<file path="config.mk">
export PLATFORM = sky130hd
export DESIGN_NAME = bus_arbiter
export DESIGN_NICKNAME = d
export VERILOG_FILES = /design/src/rtl/bus_arbiter_pkg.sv /design/src/rtl/bus_arbiter_mux.sv /design/src/rtl/bus_arbiter.sv
export SDC_FILE = /design/constraint.sdc
export NUM_CORES = 1
export LEC_CHECK = 0
export ABC_AREA = 1
export CAP_MARGIN = 20
export CELL_PAD_IN_SITES_DETAIL_PLACEMENT = 1
export CELL_PAD_IN_SITES_GLOBAL_PLACEMENT = 1
export CORE_MARGIN = 4
export CORE_UTILIZATION = 24
export DETAILED_ROUTE_END_ITERATION = 8
export HOLD_SLACK_MARGIN = 0.06
export PLACE_DENSITY_LB_ADDON = 0.1
export REMOVE_ABC_BUFFERS = 1
export SLEW_MARGIN = 5
export SYNTH_ARGS = -nofsm -noshare
export SYNTH_HDL_FRONTEND = slang
export SYNTH_HIERARCHICAL = 1
export SYNTH_SLANG_ARGS = --single-unit
</file>
<file path="constraint.sdc">
create_clock -name i_clock -period 4.45 [get_ports i_clock]
set_input_delay 0.89 -clock i_clock [delete_from_list [all_inputs] [get_ports i_clock]]
set_output_delay 0.89 -clock i_clock [all_outputs]
set_load 0.05 [all_outputs]
</file>
<file path="src/rtl/bus_arbiter_pkg.sv">
// Shared types and helpers for the round-robin bus arbiter.
// Holds the FSM state encoding, the clog2 helper and the default grant hold limit.
package bus_arbiter_pkg;

  typedef enum logic [1:0] {
    IDLE = 2'd0,
    GAP  = 2'd1,
    BUSY = 2'd2
  } state_t;

  localparam int MAX_HOLD_DEF = 16;

  function automatic int clog2(input int v);
    int r;
    r = 0;
    for (int i = 0; i < 31; i++)
      if ((1 << i) < v) r = i + 1;
    return r;
  endfunction

endpackage

</file>
<file path="src/rtl/bus_arbiter_mux.sv">
// Parameterised slice-select mux: picks slice i_en out of a packed NUM_SLICES*BUS_SIZE bus.
module bus_arbiter_mux #(
  parameter  int BITS_ENABLES = 2,
  parameter  int BUS_SIZE     = 8,
  localparam int NUM_SLICES   = 2**BITS_ENABLES
) (
  input  logic [BITS_ENABLES-1:0]        i_en,
  input  logic [NUM_SLICES*BUS_SIZE-1:0] i_data,
  output logic [BUS_SIZE-1:0]            o_data
);

  logic [NUM_SLICES-1:0][BUS_SIZE-1:0] slices;

  assign slices = i_data;
  assign o_data = slices[i_en];

endmodule

</file>
<file path="src/rtl/bus_arbiter.sv">
// Round-robin arbiter sharing one BUS_SIZE-wide bus among NUM_SLICES requesters.
// Grants are held for at most MAX_HOLD cycles under contention, with a 1-cycle GAP between owners.
module bus_arbiter
  import bus_arbiter_pkg::*;
#(
  parameter int BITS_ENABLES = 2,
  parameter int BUS_SIZE     = 8,
  parameter int NUM_SLICES   = 2**BITS_ENABLES,
  parameter int MAX_HOLD     = MAX_HOLD_DEF
) (
  input  logic                           i_clock,
  input  logic                           i_reset,
  input  logic [NUM_SLICES-1:0]          i_req,
  input  logic [NUM_SLICES-1:0]          i_valid,
  input  logic [NUM_SLICES*BUS_SIZE-1:0] i_data,
  output logic [NUM_SLICES-1:0]          o_gnt,
  output logic [BITS_ENABLES-1:0]        o_sel,
  output logic                           o_busy,
  output logic [BUS_SIZE-1:0]            o_data,
  output logic                           o_valid
);

  localparam int HW = clog2(MAX_HOLD);
  typedef logic [BITS_ENABLES-1:0] idx_t;

  state_t                state_q, state_d;
  idx_t                  sel_d, last_q, last_d, win_idx;
  logic [HW-1:0]         hold_q, hold_d;
  logic [NUM_SLICES-1:0] gnt_d;
  logic [BUS_SIZE-1:0]   mux_data;
  logic                  win_ok, others, hold_max, busy;

  // Scans downwards so the last hit is the nearest index after 'last';
  // k == NUM_SLICES wraps to 'last' itself, the lowest priority.
  function automatic logic [BITS_ENABLES:0] rr_pick(input logic [NUM_SLICES-1:0] req,
                                                    input idx_t last);
    idx_t idx;
    rr_pick = '0;
    for (int k = NUM_SLICES; k >= 1; k--) begin
      idx = last + idx_t'(k);
      if (req[idx]) rr_pick = {1'b1, idx};
    end
  endfunction

  assign {win_ok, win_idx} = rr_pick(i_req, last_q);
  assign others   = |(i_req & ~o_gnt);
  assign hold_max = (hold_q == HW'(MAX_HOLD - 1));
  assign busy     = (state_q == BUSY);
  assign o_busy   = busy;

  always_comb begin
    state_d = state_q;
    sel_d   = o_sel;
    last_d  = last_q;
    hold_d  = hold_q;
    gnt_d   = o_gnt;
    case (state_q)
      IDLE, GAP: begin
        if (win_ok) begin
          state_d = BUSY;
          sel_d   = win_idx;
          gnt_d   = NUM_SLICES'(1) << win_idx;
          hold_d  = '0;
        end else begin
          state_d = IDLE;
          gnt_d   = '0;
        end
      end
      BUSY: begin
        // Release takes precedence over preemption; both land in the same GAP.
        if (!i_req[o_sel] || (hold_max && others)) begin
          state_d = GAP;
          gnt_d   = '0;
          last_d  = o_sel;
        end else if (!hold_max) begin
          hold_d = hold_q + HW'(1);
        end
      end
      default: begin
        state_d = IDLE;
        gnt_d   = '0;
      end
    endcase
  end

  always_ff @(posedge i_clock or posedge i_reset) begin
    if (i_reset) begin
      state_q <= IDLE;
      o_sel   <= '0;
      o_gnt   <= '0;
      last_q  <= idx_t'(NUM_SLICES - 1);
      hold_q  <= '0;
    end else begin
      state_q <= state_d;
      o_sel   <= sel_d;
      o_gnt   <= gnt_d;
      last_q  <= last_d;
      hold_q  <= hold_d;
    end
  end

  bus_arbiter_mux #(
    .BITS_ENABLES(BITS_ENABLES),
    .BUS_SIZE    (BUS_SIZE)
  ) u_mux (
    .i_en  (o_sel),
    .i_data(i_data),
    .o_data(mux_data)
  );

  always_ff @(posedge i_clock or posedge i_reset) begin
    if (i_reset) begin
      o_data  <= '0;
      o_valid <= 1'b0;
    end else begin
      o_valid <= busy & i_valid[o_sel];
      if (busy && i_valid[o_sel]) o_data <= mux_data;
    end
  end

endmodule

</file>
## Word-level counts from Yosys, hierarchy flattened

Index checks and enable logic that the tools add are counted.
W data, S select, Z words.

| storage, ports and cells | value |
|---|---|
| bits of input ports | 42 |
| output and inout bits | 16 |
| flip-flop bits (word level) | 23 |
| logic and storage cells | 66 |

| operators by class | value |
|---|---|
| bitwise logic cells | 3 |
| $add $sub $neg | 4 |
| shift-type cells | 1 |
| equality and inequality tests | 7 |
| reductions and logical operators | 11 |
| order comparisons | 5 |
| muxes and demuxes | 28 |

Operator list:

| cell | count |
|---|---|
| $mux W4 | 5 |
| $bmux W8 S2 | 1 |
| $pmux W4 S2 | 2 |
| $lt A2 B3 Y1 const B | 5 |
| $bmux W1 S2 | 6 |
| $mux W3 | 4 |
| $mux W8 | 1 |
| $mux W1 | 6 |
| $ne A2 B2 Y1 const B | 3 |
| $add A2 B2 Y2 const B | 2 |
| $add A4 B1 Y4 const B | 1 |
| $and A4 B4 Y4 | 1 |
| $eq A4 B4 Y1 const B | 1 |
| $mux W2 | 2 |
| $not A4 Y4 | 1 |
| $pmux W2 S2 | 1 |
| $reduce_and A2 Y1 | 2 |
| $reduce_and A4 Y1 | 1 |
| $reduce_or A4 Y1 | 1 |
| $shl A1 B2 Y4 const A | 1 |
| $add A2 B1 Y2 const B | 1 |
| $eq A2 B1 Y1 const B | 1 |
| $eq A2 B2 Y1 const B | 1 |
| $logic_and A1 B1 Y1 | 2 |
| other kinds (7) | 7 |

## Longest topological paths before layout

| depth | value |
|---|---|
| depth in word-level cells | 9 |
| mapped depth | 12 |
| depth with buffers taken out | 11 |

## By module

Netlist, hierarchy kept.

Modules (own cells, without submodules):

| module | instances | area an instance (um2) | cells an instance | seq. area each (um2) |
|---|---|---|---|---|
| bus_arbiter | 1 | 1301.2 | 176 | 578.1 |
| bus_arbiter_mux | 1 | 395.4 | 94 | 0.0 |

## Least setup slack after synthesis

Ideal clock, no wire load.

| timing | value |
|---|---|
| path kind | reg-to-output |
| from | register state_q[1] |
| to | output port o_busy |
| cell stages (with the launch flop) | 3 |
| path buffers | 0 |
| required time | 3.560 ns |
| slack | 2.699 ns |
| arrival time | 0.861 ns |
| cells stage by stage | dfrtp_1 > inv_1 > nor2_2 |

| on the way | value |
|---|---|
| longest elaborated chain between the ends | 1 |

Ends and longest elaborated chain:

| element | RTL line | text |
|---|---|---|
| from (decl) | bus_arbiter.sv:26 | `state_t state_q, state_d;` |
| from (signal assigned) | bus_arbiter.sv:94 | `state_q <= state_d;` |
| $eq A2 B2 Y1 | bus_arbiter.sv:48 | `assign busy = (state_q == BUSY);` |
| to (decl) | bus_arbiter.sv:18 | `output logic o_busy,` |

Every way passes these cells.

## Final worst setup path

| timing | value |
|---|---|
| from | register o_sel[1] |
| to | output port o_sel[1] |

RTL lines:

| element | RTL line | text |
|---|---|---|
| from (decl) | bus_arbiter.sv:17 | `output logic [BITS_ENABLES-1:0] o_sel,` |
| from (signal assigned) | bus_arbiter.sv:95 | `o_sel <= sel_d;` |

No word-level cell between the ends.

==> results.toml <==
[outcome]
outcome = "finished clean"

[hold_path]
holdPathStages = 2
hp-class = "flop to flop"
holdPathEnd = "o_data[2]"
hold_path.startpoint = "o_data[2]"

[clock_network]
ctsHoldBuffers = 0
clock_latency_ps = 260
clockRootBuffer = "clkbuf_8"
cts_buffers = 3
clk_pin_slew_ps = 80
cts_resized = 0
cts.sinks = 23
postCtsSetupBuffers = 0
h-tree-depth = 1
cts_tree = "built"
cts_buffer_depth = 2

[yosys]
synth_top_cell_area_share_pct = 31.0
ys_ff_latch = 23
netlist_top_cells_area = "dfrtp_1 (31%), nand2_1 (27%), inv_1 (10%)"
ys_seq_area_share_pct = 34.1
synth_top_cell_by_area = "dfrtp_1"
avgSynthCellArea_um2 = 6.28
synth_warnings = 6
ys_types = 27
synth_area_um2 = 1700
syn_inst = 270

[final_layout]
final_cell_mix = "nand2_1 (122), clkdlybuf4s50_1 (57), inv_1 (47)"
area_delta_synth_final_pct = 41.1
antennaDiodeCount = 0
layout.nets = 371
instances_no_fill = 423
layout-drive-gt1-share_pct = 8.26
layout_commonest_cell = "nand2_1"

[sta]
fmax_mhz = 365
fin_skew_ps = 1.27
fin_setup_tns_ps = 0
hold_ws_ps = 487
setup_violations = 0
fin_crit_ps = 2740
finalMaxSlewViolations = 0
max_slew_margin_pct = 37.6
tightest_slew_ps = 935
final-hold-violation-count = 0
grt_setup_unrepaired = "false"
fin_crit_sh_pct = 61.6

[worst_setup_path]
r2r_end = "o_data[0]"
crit_chain = "clkdlybuf4s50_1"
rrSetupSlack_ps = 2710
max_stage_delay_ps = 910
cp_data_required_time_ps = 3560
path_delay_family = "buffers and inverters"
startpoint_type = "flop"
r2r_start = "o_sel[0]"
crit_buf_inv = 1
cp-end-kind = "primary output"
critical_path_class = "flop to primary output"
cp_slowest_cell = "clkdlybuf4s50_1"
critical_path_arrival_ps = 1850
reg2reg_depth = 8
cp_max_fo = 14

[routing]
wirelength_um = 5100
vias_per_cell = 4.12
antenna_left = 0
vias = 1744
avgRoutedWirePerCell_um = 12.1
route.detailed.drc = 0
first_iter_violations = 55
first_pass_iters = 4

[global_route]
grt_pass1_wl_um = 8630
grt_overflow = 0
grtUsageTotal_pct = 12.4
grt_pass1_vias = 1734
antenna_found_initial = 0
grt_start_max_net_pins = 24

[floorplanning]
rows = 30
coreArea_um2 = 6830
die_h_um = 92.1
die_x_um = 92.1
initial_core_util_pct = 24.8
pin_count = 58
fp.dieArea_um2 = 8480

[placement]
portBuffers = 57
dp_hpwl_um = 4020
dp_cells = 419
gp_congestion = 0.702

[pwr]
p_sw_mw = 0.860
ir_drop_v = 0.000159
p_clk_share_pct = 8.3
p_sw_share_pct = 54.9
internal-power_mw = 0.707
leakage_nw = 1.29
power.density_nw_per_um2 = 655
seqPwrFrac_pct = 24.8
p_comb_share_pct = 66.9

[flow_run]
drv_cap = 0
==> cell usage after synthesis (all sizes together) <==
| cell type | number |
|---|---|
| a21oi | 3 |
| buf | 5 |
| dfrtp | 21 |
| dfstp | 2 |
| ha | 1 |
| inv | 52 |
| nand2 | 130 |
| nand3 | 26 |
| nand3b | 1 |
| nand4 | 1 |
| nor2 | 13 |
| nor3b | 1 |
| o21ai | 11 |
| o22ai | 2 |
| xor2 | 1 |
==> power by group through the flow <==
stage                     Clock [mW]  Combinational [mW]  Sequential (mW)
final                          0.129                1.05            0.389
after global routing           0.146                1.18            0.406
after CTS                      0.134                1.07            0.392
after detailed placement           0                1.07            0.396
after global placement             0                1.06            0.393
after floorplan                    0               0.545            0.574
==> worst max path at each step <==
stage           endpoint  slack (ps)      from  cells past startpoint
2_1_floorplan  hold_q[0]        2580  o_sel[0]                      9
3_3_place_gp    o_sel[1]        1990  o_sel[1]                      1
3_5_place_dp    o_sel[1]        1970  o_sel[1]                      1
4_1_cts         o_sel[1]        1670  o_sel[1]                      1
5_1_grt         o_sel[1]        1630  o_sel[1]                      1
6_report        o_sel[1]        1710  o_sel[1]                      1
==> tightest hold or removal path, cell delays in order, from the launching register on <==
cell     delay (ps)
dfrtp_1         350
nand2_1          60
nand2_1          50
==> metal layers <==
layer  part of all wire, %  global-route usage, %  vias up
met4                  0.78                   2.60        0
met3                   4.0                   1.97        4
met1                    51                   18.2      786
li1                      -                      -      922
met5                     0                      0        -
met2                    44                   19.2       32
==> per-stage QoR <==
step	power, mW	utilization (%)	instance area, um2	setup slack, ps
CTS	1.60	35.0	2390	1670
floorplan	1.12	-	1650	2580
finish	1.57	35.0	2390	1710
detailed placement	1.47	34.4	2350	1970
global route	1.73	35.0	2390	1630
global placement	1.45	34.4	2350	1990
==> flip-flops by register name (all words and copies together) (netlist names) <==
register  count
state_q       2
last_q        2
o_gnt         4
o_valid       1
o_sel         2
hold_q        4
o_data        8
==> cell families after synthesis <==
logic type | share of synthesized area, %
buffers and inverters | 14.8
and+or+nand+nor | 43.4
DFF | 34.1
adders and majority gates | 0.737
xor gates and xnor gates | 0.516
AOI/OAI and AO/OA | 6.42
==> final cells by class <==
cell class | instances | area (um2)
multi-input combinational | 190 | 867
clock buffer | 4 | 45.0
timing repair buffer | 58 | 578
fill | 904 | 4440
tap | 96 | 120
inverter | 52 | 205
sequential | 23 | 578
Note: power is estimated with default switching activity, not from simulation.
